$ cat config.mk
export PLATFORM = sky130hd
export DESIGN_NAME = id_ex_stage
export DESIGN_NICKNAME = d
export VERILOG_FILES = /design/src/rtl/cpu_pkg.sv /design/src/rtl/id_ex_stage_fwd_unit.sv /design/src/rtl/id_ex_stage.sv
export SDC_FILE = /design/constraint.sdc
export NUM_CORES = 1
export LEC_CHECK = 0
export ABC_AREA = 1
export BUFFER_PORTS_ARGS = -buffer_cell sky130_fd_sc_hd__buf_2
export CAP_MARGIN = 20
export CORE_AREA = 2 2 159 161
export CTS_BUF_LIST = sky130_fd_sc_hd__clkbuf_4 sky130_fd_sc_hd__clkbuf_8
export CTS_CLUSTER_DIAMETER = 50
export DETAILED_ROUTE_END_ITERATION = 16
export DIE_AREA = 0 0 161 163
export SLEW_MARGIN = 20
export SYNTH_ARGS = -nofsm -noshare
export SYNTH_HDL_FRONTEND = slang
export SYNTH_SLANG_ARGS = --single-unit
$ cat constraint.sdc
create_clock -name clk -period 2.43 [get_ports clk]
set_clock_uncertainty 0.05 [all_clocks]
set_input_delay 0.1215 -clock clk [delete_from_list [all_inputs] [get_ports clk]]
set_output_delay 0.1215 -clock clk [all_outputs]
set_load 0.01 [all_outputs]
$ cat src/rtl/cpu_pkg.sv
// cpu_pkg: encodings shared by decode, the ID/EX stage and the ALU.
//
// Contents:
//   ALU_*      5-bit ALU operation codes driven on ALU_operation
//   OP1_*      operand-1 select (register rs1 or instruction pc)
//   OP2_*      operand-2 select (register rs2 or immediate)
//   fwd_sel_e  per-source forwarding select (register file, MEM, WB)
//   src_match  true when a used, non-x0 source reads a destination that
//              is being written
package cpu_pkg;

   // ALU operation codes
   localparam logic [4:0] ALU_ADD  = 5'b00000;
   localparam logic [4:0] ALU_SUB  = 5'b00001;
   localparam logic [4:0] ALU_SLL  = 5'b00010;
   localparam logic [4:0] ALU_XOR  = 5'b00100;
   localparam logic [4:0] ALU_SRL  = 5'b00101;
   localparam logic [4:0] ALU_OR   = 5'b00110;
   localparam logic [4:0] ALU_AND  = 5'b00111;
   localparam logic [4:0] ALU_SRA  = 5'b01101;
   localparam logic [4:0] ALU_SLT  = 5'b10110;
   localparam logic [4:0] ALU_SLTU = 5'b10111;

   // Operand select encodings
   localparam logic OP1_RS1 = 1'b0;
   localparam logic OP1_PC  = 1'b1;
   localparam logic OP2_RS2 = 1'b0;
   localparam logic OP2_IMM = 1'b1;

   // Forwarding source for one EX operand
   typedef enum logic [1:0] {
      FWD_RF  = 2'b00,
      FWD_MEM = 2'b01,
      FWD_WB  = 2'b10
   } fwd_sel_e;

   // x0 is hard-wired zero, so it never matches any destination.
   function automatic logic src_match(input logic       used,
                                      input logic [4:0] src,
                                      input logic       we,
                                      input logic [4:0] dst);
      return used && (src != 5'd0) && we && (src == dst);
   endfunction

endpackage

$ cat src/rtl/id_ex_stage_fwd_unit.sv
// fwd_unit: combinational forwarding-select and decode-hazard logic for
// the ID/EX stage.
//
// Build option: ID_EX_FORWARD_EN
//   defined   - EX sources forward from MEM (priority) or WB; decode only
//               stalls on a load-use dependency against the EX instruction.
//   undefined - both selects stay on the register file; decode stalls
//               while any used source matches a pending write in EX, MEM
//               or WB.
//
// Ports:
//   ex_rs1/ex_rs2, ex_rs1_used/ex_rs2_used  sources of the instruction in EX
//   ex_valid, ex_rd, ex_reg_write, ex_mem_read  EX destination/control
//   mem_rd, mem_reg_write, wb_rd, wb_reg_write  downstream destinations
//   id_valid, id_rs1/id_rs2, id_rs1_used/id_rs2_used  decode sources
//   flush      kills decode; suppresses the hazard
//   fwd_sel1, fwd_sel2  forwarding select per EX source
//   hazard     decode must hold this cycle
module fwd_unit
   import cpu_pkg::*;
(
   input  logic       ex_valid,
   input  logic [4:0] ex_rd,
   input  logic       ex_reg_write,
   input  logic       ex_mem_read,
   input  logic [4:0] ex_rs1,
   input  logic [4:0] ex_rs2,
   input  logic       ex_rs1_used,
   input  logic       ex_rs2_used,
   input  logic [4:0] mem_rd,
   input  logic       mem_reg_write,
   input  logic [4:0] wb_rd,
   input  logic       wb_reg_write,
   input  logic       id_valid,
   input  logic [4:0] id_rs1,
   input  logic [4:0] id_rs2,
   input  logic       id_rs1_used,
   input  logic       id_rs2_used,
   input  logic       flush,
   output fwd_sel_e   fwd_sel1,
   output fwd_sel_e   fwd_sel2,
   output logic       hazard
);

`ifdef ID_EX_FORWARD_EN

   always_comb begin : fwd_select
      fwd_sel1 = FWD_RF;
      fwd_sel2 = FWD_RF;
      // MEM holds the younger result, so it wins over WB.
      if (src_match(ex_rs1_used, ex_rs1, mem_reg_write, mem_rd)) begin
         fwd_sel1 = FWD_MEM;
      end else if (src_match(ex_rs1_used, ex_rs1, wb_reg_write, wb_rd)) begin
         fwd_sel1 = FWD_WB;
      end
      if (src_match(ex_rs2_used, ex_rs2, mem_reg_write, mem_rd)) begin
         fwd_sel2 = FWD_MEM;
      end else if (src_match(ex_rs2_used, ex_rs2, wb_reg_write, wb_rd)) begin
         fwd_sel2 = FWD_WB;
      end
   end

   // Load data is only available from WB, one cycle too late for a consumer
   // directly behind the load.
   always_comb begin : load_use
      hazard = id_valid && ex_valid && ex_mem_read && !flush &&
               (src_match(id_rs1_used, id_rs1, ex_reg_write, ex_rd) ||
                src_match(id_rs2_used, id_rs2, ex_reg_write, ex_rd));
   end

`else

   logic rs1_pending;
   logic rs2_pending;
   logic unused_fwd_inputs;

   // Without bypassing, the register file only returns a new value once the
   // writer has left WB, so every in-flight writer blocks decode.
   always_comb begin : pending_writes
      rs1_pending = src_match(id_rs1_used, id_rs1, ex_reg_write,  ex_rd)  ||
                    src_match(id_rs1_used, id_rs1, mem_reg_write, mem_rd) ||
                    src_match(id_rs1_used, id_rs1, wb_reg_write,  wb_rd);
      rs2_pending = src_match(id_rs2_used, id_rs2, ex_reg_write,  ex_rd)  ||
                    src_match(id_rs2_used, id_rs2, mem_reg_write, mem_rd) ||
                    src_match(id_rs2_used, id_rs2, wb_reg_write,  wb_rd);
   end

   always_comb begin : no_forward
      fwd_sel1 = FWD_RF;
      fwd_sel2 = FWD_RF;
      hazard   = id_valid && !flush && (rs1_pending || rs2_pending);
   end

   assign unused_fwd_inputs = ^{ex_valid, ex_mem_read, ex_rs1, ex_rs2,
                                ex_rs1_used, ex_rs2_used};

`endif

endmodule

$ cat src/rtl/id_ex_stage.sv
// id_ex_stage: ID/EX pipeline register with operand forwarding/selection,
// decode hazard detection and a saturating stall-cycle counter.
//
// Build option: ID_EX_FORWARD_EN (see fwd_unit). Undefined by default,
// which removes forwarding and stalls decode on any pending writer.
//
// Parameters: XLEN datapath width, CNT_W stall counter width.
// Ports:
//   clk, rst           rising-edge clock, synchronous active-high reset
//   id_*               decoded instruction fields and control bits
//   flush              taken branch/jump in EX; decode becomes a bubble
//   mem_*/wb_*         downstream destination, write enable and result
//   Operand1/Operand2  ALU operands (combinational from forwarding)
//   ALU_operation      ALU op of the instruction in EX
//   ex_*               EX sideband; ex_store_data is forwarded rs2
//   stall_id           hold PC and IF/ID this cycle
//   stall_count        number of cycles stall_id was high, saturating
module id_ex_stage
   import cpu_pkg::*;
#(
   parameter int XLEN  = 32,
   parameter int CNT_W = 32
) (
   input  logic             clk,
   input  logic             rst,
   input  logic             id_valid,
   input  logic [XLEN-1:0]  id_pc,
   input  logic [XLEN-1:0]  id_rs1_data,
   input  logic [XLEN-1:0]  id_rs2_data,
   input  logic [XLEN-1:0]  id_imm,
   input  logic [4:0]       id_rs1,
   input  logic [4:0]       id_rs2,
   input  logic [4:0]       id_rd,
   input  logic             id_rs1_used,
   input  logic             id_rs2_used,
   input  logic [4:0]       id_alu_op,
   input  logic             id_op1_sel,
   input  logic             id_op2_sel,
   input  logic             id_reg_write,
   input  logic             id_mem_read,
   input  logic             id_mem_write,
   input  logic             flush,
   input  logic [4:0]       mem_rd,
   input  logic             mem_reg_write,
   input  logic [XLEN-1:0]  mem_result,
   input  logic [4:0]       wb_rd,
   input  logic             wb_reg_write,
   input  logic [XLEN-1:0]  wb_result,
   output logic [XLEN-1:0]  Operand1,
   output logic [XLEN-1:0]  Operand2,
   output logic [4:0]       ALU_operation,
   output logic             ex_valid,
   output logic [4:0]       ex_rd,
   output logic             ex_reg_write,
   output logic             ex_mem_read,
   output logic             ex_mem_write,
   output logic [XLEN-1:0]  ex_pc,
   output logic [XLEN-1:0]  ex_store_data,
   output logic             stall_id,
   output logic [CNT_W-1:0] stall_count
);

   // ID/EX register
   logic             ex_valid_q,     ex_valid_d;
   logic [4:0]       ex_rd_q,        ex_rd_d;
   logic [4:0]       ex_rs1_q,       ex_rs1_d;
   logic [4:0]       ex_rs2_q,       ex_rs2_d;
   logic             ex_rs1_used_q,  ex_rs1_used_d;
   logic             ex_rs2_used_q,  ex_rs2_used_d;
   logic             ex_reg_write_q, ex_reg_write_d;
   logic             ex_mem_read_q,  ex_mem_read_d;
   logic             ex_mem_write_q, ex_mem_write_d;
   logic [4:0]       ex_alu_op_q,    ex_alu_op_d;
   logic             ex_op1_sel_q,   ex_op1_sel_d;
   logic             ex_op2_sel_q,   ex_op2_sel_d;
   logic [XLEN-1:0]  ex_pc_q,        ex_pc_d;
   logic [XLEN-1:0]  ex_rs1_data_q,  ex_rs1_data_d;
   logic [XLEN-1:0]  ex_rs2_data_q,  ex_rs2_data_d;
   logic [XLEN-1:0]  ex_imm_q,       ex_imm_d;
   logic [CNT_W-1:0] stall_count_q,  stall_count_d;

   fwd_sel_e        fwd_sel1;
   fwd_sel_e        fwd_sel2;
   logic            hazard;
   logic [XLEN-1:0] rs1_fwd;
   logic [XLEN-1:0] rs2_fwd;

   fwd_unit u_fwd_unit (
      .ex_valid      (ex_valid_q),
      .ex_rd         (ex_rd_q),
      .ex_reg_write  (ex_reg_write_q),
      .ex_mem_read   (ex_mem_read_q),
      .ex_rs1        (ex_rs1_q),
      .ex_rs2        (ex_rs2_q),
      .ex_rs1_used   (ex_rs1_used_q),
      .ex_rs2_used   (ex_rs2_used_q),
      .mem_rd        (mem_rd),
      .mem_reg_write (mem_reg_write),
      .wb_rd         (wb_rd),
      .wb_reg_write  (wb_reg_write),
      .id_valid      (id_valid),
      .id_rs1        (id_rs1),
      .id_rs2        (id_rs2),
      .id_rs1_used   (id_rs1_used),
      .id_rs2_used   (id_rs2_used),
      .flush         (flush),
      .fwd_sel1      (fwd_sel1),
      .fwd_sel2      (fwd_sel2),
      .hazard        (hazard)
   );

   // Reset forces every output to zero, including the hazard output.
   assign stall_id = hazard & ~rst;

   // A bubble clears the whole register so a killed instruction leaves
   // nothing behind in EX.
   always_comb begin : idex_next
      ex_valid_d     = 1'b0;
      ex_rd_d        = 5'd0;
      ex_rs1_d       = 5'd0;
      ex_rs2_d       = 5'd0;
      ex_rs1_used_d  = 1'b0;
      ex_rs2_used_d  = 1'b0;
      ex_reg_write_d = 1'b0;
      ex_mem_read_d  = 1'b0;
      ex_mem_write_d = 1'b0;
      ex_alu_op_d    = ALU_ADD;
      ex_op1_sel_d   = OP1_RS1;
      ex_op2_sel_d   = OP2_RS2;
      ex_pc_d        = '0;
      ex_rs1_data_d  = '0;
      ex_rs2_data_d  = '0;
      ex_imm_d       = '0;
      if (!(flush || stall_id)) begin
         ex_valid_d     = id_valid;
         ex_rd_d        = id_rd;
         ex_rs1_d       = id_rs1;
         ex_rs2_d       = id_rs2;
         // Control bits of an invalid slot are dropped so it never writes,
         // accesses memory or takes part in forwarding.
         ex_rs1_used_d  = id_valid & id_rs1_used;
         ex_rs2_used_d  = id_valid & id_rs2_used;
         ex_reg_write_d = id_valid & id_reg_write;
         ex_mem_read_d  = id_valid & id_mem_read;
         ex_mem_write_d = id_valid & id_mem_write;
         ex_alu_op_d    = id_alu_op;
         ex_op1_sel_d   = id_op1_sel;
         ex_op2_sel_d   = id_op2_sel;
         ex_pc_d        = id_pc;
         ex_rs1_data_d  = id_rs1_data;
         ex_rs2_data_d  = id_rs2_data;
         ex_imm_d       = id_imm;
      end
   end

   always_comb begin : stall_counter_next
      stall_count_d = stall_count_q;
      if (stall_id && (stall_count_q != {CNT_W{1'b1}})) begin
         stall_count_d = stall_count_q + {{(CNT_W-1){1'b0}}, 1'b1};
      end
   end

   always_ff @(posedge clk) begin : idex_regs
      if (rst) begin
         ex_valid_q     <= 1'b0;
         ex_rd_q        <= 5'd0;
         ex_rs1_q       <= 5'd0;
         ex_rs2_q       <= 5'd0;
         ex_rs1_used_q  <= 1'b0;
         ex_rs2_used_q  <= 1'b0;
         ex_reg_write_q <= 1'b0;
         ex_mem_read_q  <= 1'b0;
         ex_mem_write_q <= 1'b0;
         ex_alu_op_q    <= ALU_ADD;
         ex_op1_sel_q   <= OP1_RS1;
         ex_op2_sel_q   <= OP2_RS2;
         ex_pc_q        <= '0;
         ex_rs1_data_q  <= '0;
         ex_rs2_data_q  <= '0;
         ex_imm_q       <= '0;
         stall_count_q  <= '0;
      end else begin
         ex_valid_q     <= ex_valid_d;
         ex_rd_q        <= ex_rd_d;
         ex_rs1_q       <= ex_rs1_d;
         ex_rs2_q       <= ex_rs2_d;
         ex_rs1_used_q  <= ex_rs1_used_d;
         ex_rs2_used_q  <= ex_rs2_used_d;
         ex_reg_write_q <= ex_reg_write_d;
         ex_mem_read_q  <= ex_mem_read_d;
         ex_mem_write_q <= ex_mem_write_d;
         ex_alu_op_q    <= ex_alu_op_d;
         ex_op1_sel_q   <= ex_op1_sel_d;
         ex_op2_sel_q   <= ex_op2_sel_d;
         ex_pc_q        <= ex_pc_d;
         ex_rs1_data_q  <= ex_rs1_data_d;
         ex_rs2_data_q  <= ex_rs2_data_d;
         ex_imm_q       <= ex_imm_d;
         stall_count_q  <= stall_count_d;
      end
   end

   // Operand paths are combinational from mem_*/wb_* so a result produced
   // this cycle reaches the ALU without waiting for the register file.
   always_comb begin : operand_select
      case (fwd_sel1)
         FWD_MEM: rs1_fwd = mem_result;
         FWD_WB:  rs1_fwd = wb_result;
         default: rs1_fwd = ex_rs1_data_q;
      endcase
      case (fwd_sel2)
         FWD_MEM: rs2_fwd = mem_result;
         FWD_WB:  rs2_fwd = wb_result;
         default: rs2_fwd = ex_rs2_data_q;
      endcase
      Operand1      = (ex_op1_sel_q == OP1_PC)  ? ex_pc_q  : rs1_fwd;
      Operand2      = (ex_op2_sel_q == OP2_IMM) ? ex_imm_q : rs2_fwd;
      ex_store_data = rs2_fwd;
   end

   assign ALU_operation = ex_alu_op_q;
   assign ex_valid      = ex_valid_q;
   assign ex_rd         = ex_rd_q;
   assign ex_reg_write  = ex_reg_write_q;
   assign ex_mem_read   = ex_mem_read_q;
   assign ex_mem_write  = ex_mem_write_q;
   assign ex_pc         = ex_pc_q;
   assign stall_count   = stall_count_q;

endmodule
# Word level (Yosys, flattened, before mapping)
# Cells that the tools add are included.
[totals]
elab_cells = 55
memories = 0
regBits = 176
output_inout_bits = 175
ramBits = 0
romBits = 0
latch_bits = 0
inputBits = 235
[classes]
n_div = 0
n_eq_ne = 7
magnitude_cmp = 0
n_mul = 0
n_reduce_logical = 27
n_shift = 0
n_addsub = 1
mux = 2
n_bitwise = 5
[op_table]
columns = ["cell", "n"]
rows = [
  ["2-to-1 mux 32 bit", 2],
  ["adder 32 x 1 -> 32 bit (second input constant)", 1],
  ["inequality test 32 bit (second input constant)", 1],
  ["equality test 5 bit", 6],
  ["logical AND 1 bit", 17],
  ["nonzero test 5 bit", 2],
  ["logical OR 1 bit", 6],
  ["AND 1 bit", 4],
  ["OR reduction 2 bit", 1],
  ["zero test 1 bit", 1],
  ["inverter 1 bit", 1],
]

# Depth between registers and ports, before layout
[logic_depth]
ltp_word = 11
depth_mapped = 13
ltp_nobuf = 12

# Modules after synthesis
# From an unflattened synthesis, not the netlist that was laid out.
[unflattened]
cells_unflattened = 1411
area_unflattened_um2 = 8936.1
[modules_own_cells]
columns = ["mod", "instances", "area_per_inst_um2", "seq_area_each_um2", "cells_each"]
rows = [
  ["id_ex_stage", 1, 8328.0, 3763.6, 1264],
  ["fwd_unit", 1, 608.1, 0.0, 147],
]

# Worst setup path before layout
# OpenSTA, ideal clock, no wires.
[synth_timing]
kind = "register to register"
start = "register stall_count_q[1], in the netlist stall_count[1]"
end = "register stall_count_q[21], in the netlist stall_count[21]"
arrival_time_ps = 1651
path_stages_with_launch = 14
setup_slack_ps = 601
path_buffers = 1
setup_time_ps = 128
synth_period_minus_slack_ps = 1829
t_required_ps = 2252
path_cell_list = "dfxtp_1 > ha_1 > nand2_1 > nor2_2 > nand2_1 > nor2_4 > nand3_2 > buf_2 > nand2_1 > nor2_1 > nand3_1 > nand2_1 > nand2_1 > nor2_1"
[synth_between]
elab_chain_len = 2
elab_cells_between_ends = 3
cone_classes = "add/sub: 1; eq/ne: 1; reduce/logical: 1"
[synth_rtl]
columns = ["element", "line", "text"]
rows = [
  ["from (decl)", "id_ex_stage.sv:80", "logic [CNT_W-1:0] stall_count_q, stall_count_d;"],
  ["from (signal assigned)", "id_ex_stage.sv:199", "stall_count_q <= stall_count_d;"],
  ["branches (longest 2 deep; another with adder 32 x 1 -> 32 bit)", "-", ""],
]
# Several ways; the timed one is not identified.
# A chain may end at the register's enable or synchronous reset.

# Worst setup path in the final report
[layout_timing]
start = "register stall_count_q[1], in the netlist stall_count[1]"
end = "register stall_count_q[23], in the netlist stall_count[23]"
# The elaborated chain is that of the path after synthesis.

==> flow_results.org <==
** Pwr
- In this run the power density over the cells is 522 nW/µm².
- Net switching is 27.8% of the power.
- Per report_power, the combinational group accounts for 14.1% of the total.
- Across the VDD grid, the largest voltage drop is 0.339 mV.
- Switching power of the nets :: 1.67 mW
- Per report_power, the clock group accounts for 35.6% of the total.
- Of the total power, registers draw 50.3%.
- P_int :: 4.33 mW
- Tot Pwr :: 6.00 mW
- The analysis attributes to cell leakage a power of 6.38 nW.

** Cells and area
- Excluding fillers, the count of instances in the completed layout stands at 1869.
- The multi-input combinational cells in the finished layout cover a total of 2970 µm².
- From synthesis to final layout, the design area changed by 51.0%.
- N_diodes :: 0
- Total non-filler cell area in the finished layout :: 11500 µm²
- Most common cell after layout, fill and taps aside :: sky130_fd_sc_hd__buf_2
- The sequential cells in the finished layout cover a total of 3520 µm².
- The layout has 2451 filler cells.
- Most frequent cells in the layout :: sky130_fd_sc_hd__buf_2, sky130_fd_sc_hd__nor2_1, sky130_fd_sc_hd__inv_1, sky130_fd_sc_hd__nand2_1, sky130_fd_sc_hd__dfxtp_1
- Share of cells above drive strength 1 :: 30.8%
- Net count reported at finish :: 1762

** Drt
- In this run the remaining antenna-violating nets after routing total 0.
- Number of detailed-routing iterations run before antenna repair :: 5
- In the final routed layout, each cell accounts on average for 12.7 µm.
- Drt total wl :: 23700 µm
- For this block, the via count after detailed routing is 7941.
- Iteration-0 DRC Markers :: 349
- Drt drc :: 0
- In the routed layout, each cell is associated on average with a via count of 4.25.

** Critical path
- Maximum fanout count along the critical path :: 13
- The setup path with the least slack is of type reg2reg.
- Worst path required time :: 2.71 ns
- The worst setup path is captured at a flop.
- Critical Path Start Type :: flop
- For the worst setup path, the data arrival time is 2.36 ns.

** Place
- Once detailed placement completed, the half-perimeter wirelength came to 16400 µm.
- At the end of routability-driven placement, the weighted congestion stood at 0.830.
- In this run the cell area measured after placement is 9650 µm².
- Port buffering added 345 buffers.
- Post-Place Cells :: 1694

** Floorplan
- Measured along the y axis, the die boundary spans 163 µm.
- After floorplanning, the core was sized to cover 24700 µm².
- Chip width :: 161 µm
- The die covers 26200 µm².
- Count of boundary I/O pins :: 410
- For this configuration, the core starts out at a cell density of 30.9%.
- Row Count :: 58

** Global route
- The number of global-route vias before repair was 7846.
- The initial antenna violation count was 0.
- Pin count of the biggest net entering global routing :: 61
- The first global-routing pass estimated 37700 µm of wire.
- In the global route stage, overall resource usage came out at 17.7%.
- Gr ovfl total :: 0

** Synthesis
- The cell count after synthesis came out at 1045.
- After synthesis the cells add up to 7610 µm².
- After synthesis, the mean cell area works out to 7.28 µm².
- Flop and latch count out of synthesis :: 176
- Proportion of synthesized chip area in sequential cells :: 46.3%
- Share of the synthesized area in the top cell type :: 46.3%
- Synthesized net count :: 1281
- The number of different library cells used by synthesis comes to 28.
- By area the synthesized netlist is led by sky130_fd_sc_hd__dfxtp_1, sky130_fd_sc_hd__nor2_1, sky130_fd_sc_hd__inv_1.
- For this run, the number of Yosys warnings is 0.
- The synthesized design spends more area on one cell type than any other, namely sky130_fd_sc_hd__dfxtp_1.

** Clocking
- Counting along the longest clock path gives a buffer depth of 2.
- Post-CTS Setup Repair Bufs :: 0
- Worst-path clk slew :: 0.10 ns
- Number of H-tree levels :: 4
- The cell sitting at the root of the clock tree is a sky130_fd_sc_hd__clkbuf_8.
- Number of buffers created by CTS :: 17
- TritonCTS built the clock tree.
- Clock latency on the worst-skew pair :: 0.45 ns
- Clock Sink Count :: 176

** Timing
- Final hold violation count :: 0
- Peak Freq :: 0.481 GHz
- For the final routed database, the setup TNS stands at 0 ns.
- Final number of max-transition violations :: 0
- Headroom to the max-slew limit came out at 61.3%.
- Dividing the final minimum period by the clock period gives 85.6%.
- For the pin with the worst max-slew slack, the measured transition is 0.581 ns.
- Shortest clock period the worst path allows after layout :: 2.08 ns
- Setup violations remaining at the end of the flow were counted as 0.
- Setup repair after global routing left no endpoint under its margin.

** Min path
- The tightest min-delay check is of the in2reg type.

** Job
- Max-capacitance violation count :: 0

** Run status
- Outcome :: finished, final reports clean
## through the flow
| step | hold WS (ns) | utilization (%) | worst slack (ns) |
|---|---|---|---|
| 6_report | 0.126 | 46.6 | 0.351 |
| 5_1_grt | 0.132 | 46.6 | 0.105 |
| 4_1_cts | 0.0932 | 46.6 | 0.314 |
| 3_5_place_dp | 0.290 | 39.1 | 0.324 |
| 3_3_place_gp | 0.283 | 39.1 | 0.345 |
| 2_1_floorplan | 0.184 | - | 0.601 |
## cells in the mapped netlist
library cell,instances
sky130_fd_sc_hd__nor2_1,233
sky130_fd_sc_hd__inv_1,224
sky130_fd_sc_hd__nand2_1,182
sky130_fd_sc_hd__dfxtp_1,176
sky130_fd_sc_hd__mux2_2,64
sky130_fd_sc_hd__nand3_1,52
sky130_fd_sc_hd__nand4_1,38
sky130_fd_sc_hd__buf_2,11
sky130_fd_sc_hd__inv_2,11
sky130_fd_sc_hd__buf_6,10
sky130_fd_sc_hd__clkbuf_1,9
sky130_fd_sc_hd__buf_1,7
sky130_fd_sc_hd__nor3_1,4
sky130_fd_sc_hd__o21ai_0,4
sky130_fd_sc_hd__o21ai_1,3
sky130_fd_sc_hd__a21oi_1,2
sky130_fd_sc_hd__nand2_2,2
sky130_fd_sc_hd__nand3_2,2
sky130_fd_sc_hd__nor2_2,2
sky130_fd_sc_hd__buf_4,1
sky130_fd_sc_hd__buf_8,1
sky130_fd_sc_hd__ha_1,1
sky130_fd_sc_hd__nand3b_1,1
sky130_fd_sc_hd__nor2_4,1
sky130_fd_sc_hd__nor3_2,1
sky130_fd_sc_hd__nor3b_1,1
sky130_fd_sc_hd__nor3b_2,1
sky130_fd_sc_hd__xnor2_1,1
## flip-flops by register name, indices dropped and copies added (netlist names)
signal	flops
ex_imm_q	32
ex_pc	32
ex_rs1_data_q	32
ex_rs2_data_q	32
stall_count	32
ALU_operation	5
ex_rd	5
ex_mem_read	1
ex_mem_write	1
ex_op1_sel_q	1
ex_op2_sel_q	1
ex_reg_write	1
ex_valid	1
## final timing paths
kind,start,end,slack [ns],cells past startpoint
worst min-delay path,id_rs2_used,ex_mem_write,0.13,6
worst max register to register,stall_count[1],stall_count[23],0.35,12
worst max-delay path,stall_count[1],stall_count[23],0.35,12
worst min register to register,stall_count[1],stall_count[1],0.51,4
## what timing repair did
item	4_1_cts	5_1_grt
endpoints found under the hold margin	143	0
resized for setup	0	0
endpoints found under the setup margin	0	0
hold buffers	143	0
## final cells by class
cell class,count,area share (%)
well taps,330,3.59
multi-input cells,595,25.8
repair buffers,501,28.7
flip-flops and latches,176,30.7
clock inverters,14,1.43
clock buffers,18,2.16
inverters,235,7.68
## cells by family after synthesis
logic type | Yosys count | synth area share [%]
xor+xnor | 1 | 0.115
buf+inv | 274 | 14.9
simple gates | 520 | 28.5
flops | 176 | 46.3
mux | 64 | 9.47
fa+ha+maj | 1 | 0.164
compound gates | 9 | 0.592
## worst max-delay path: stages, from the launching register on
cell and delay, ns:
sky130_fd_sc_hd__dfxtp_1 0.38, sky130_fd_sc_hd__ha_1 0.20, sky130_fd_sc_hd__nand2_1 0.09, sky130_fd_sc_hd__nor2_2 0.14, sky130_fd_sc_hd__nand2_1 0.15, sky130_fd_sc_hd__nor2_4 0.18
sky130_fd_sc_hd__nand3_2 0.25, sky130_fd_sc_hd__nand3_1 0.24, sky130_fd_sc_hd__inv_1 0.07, sky130_fd_sc_hd__nand3_1 0.08, sky130_fd_sc_hd__nand2_1 0.05, sky130_fd_sc_hd__nand2_1 0.05
sky130_fd_sc_hd__nor2_1 0.04
## metal layers
metal / global-route usage (%) / up-vias / part of all wire (%)
li1: - / 4069 / -
met1: 19.9 / 3565 / 40
met5: 0 / - / 0
met3: 4.84 / 45 / 7.0
met4: 6.98 / 0 / 2.9
met2: 31.9 / 262 / 50
## power groups by stage
stage / clock network (mW) / registers [mW] / logic [mW]
3_3_place_gp: 0 / 3.08 / 0.647
2_1_floorplan: 0 / 3.10 / 0.323
5_1_grt: 2.33 / 3.03 / 0.927
4_1_cts: 2.22 / 3.02 / 0.839
3_5_place_dp: 0 / 3.08 / 0.654
6_report: 2.13 / 3.02 / 0.844
Note: power is estimated with default switching activity, not from simulation.
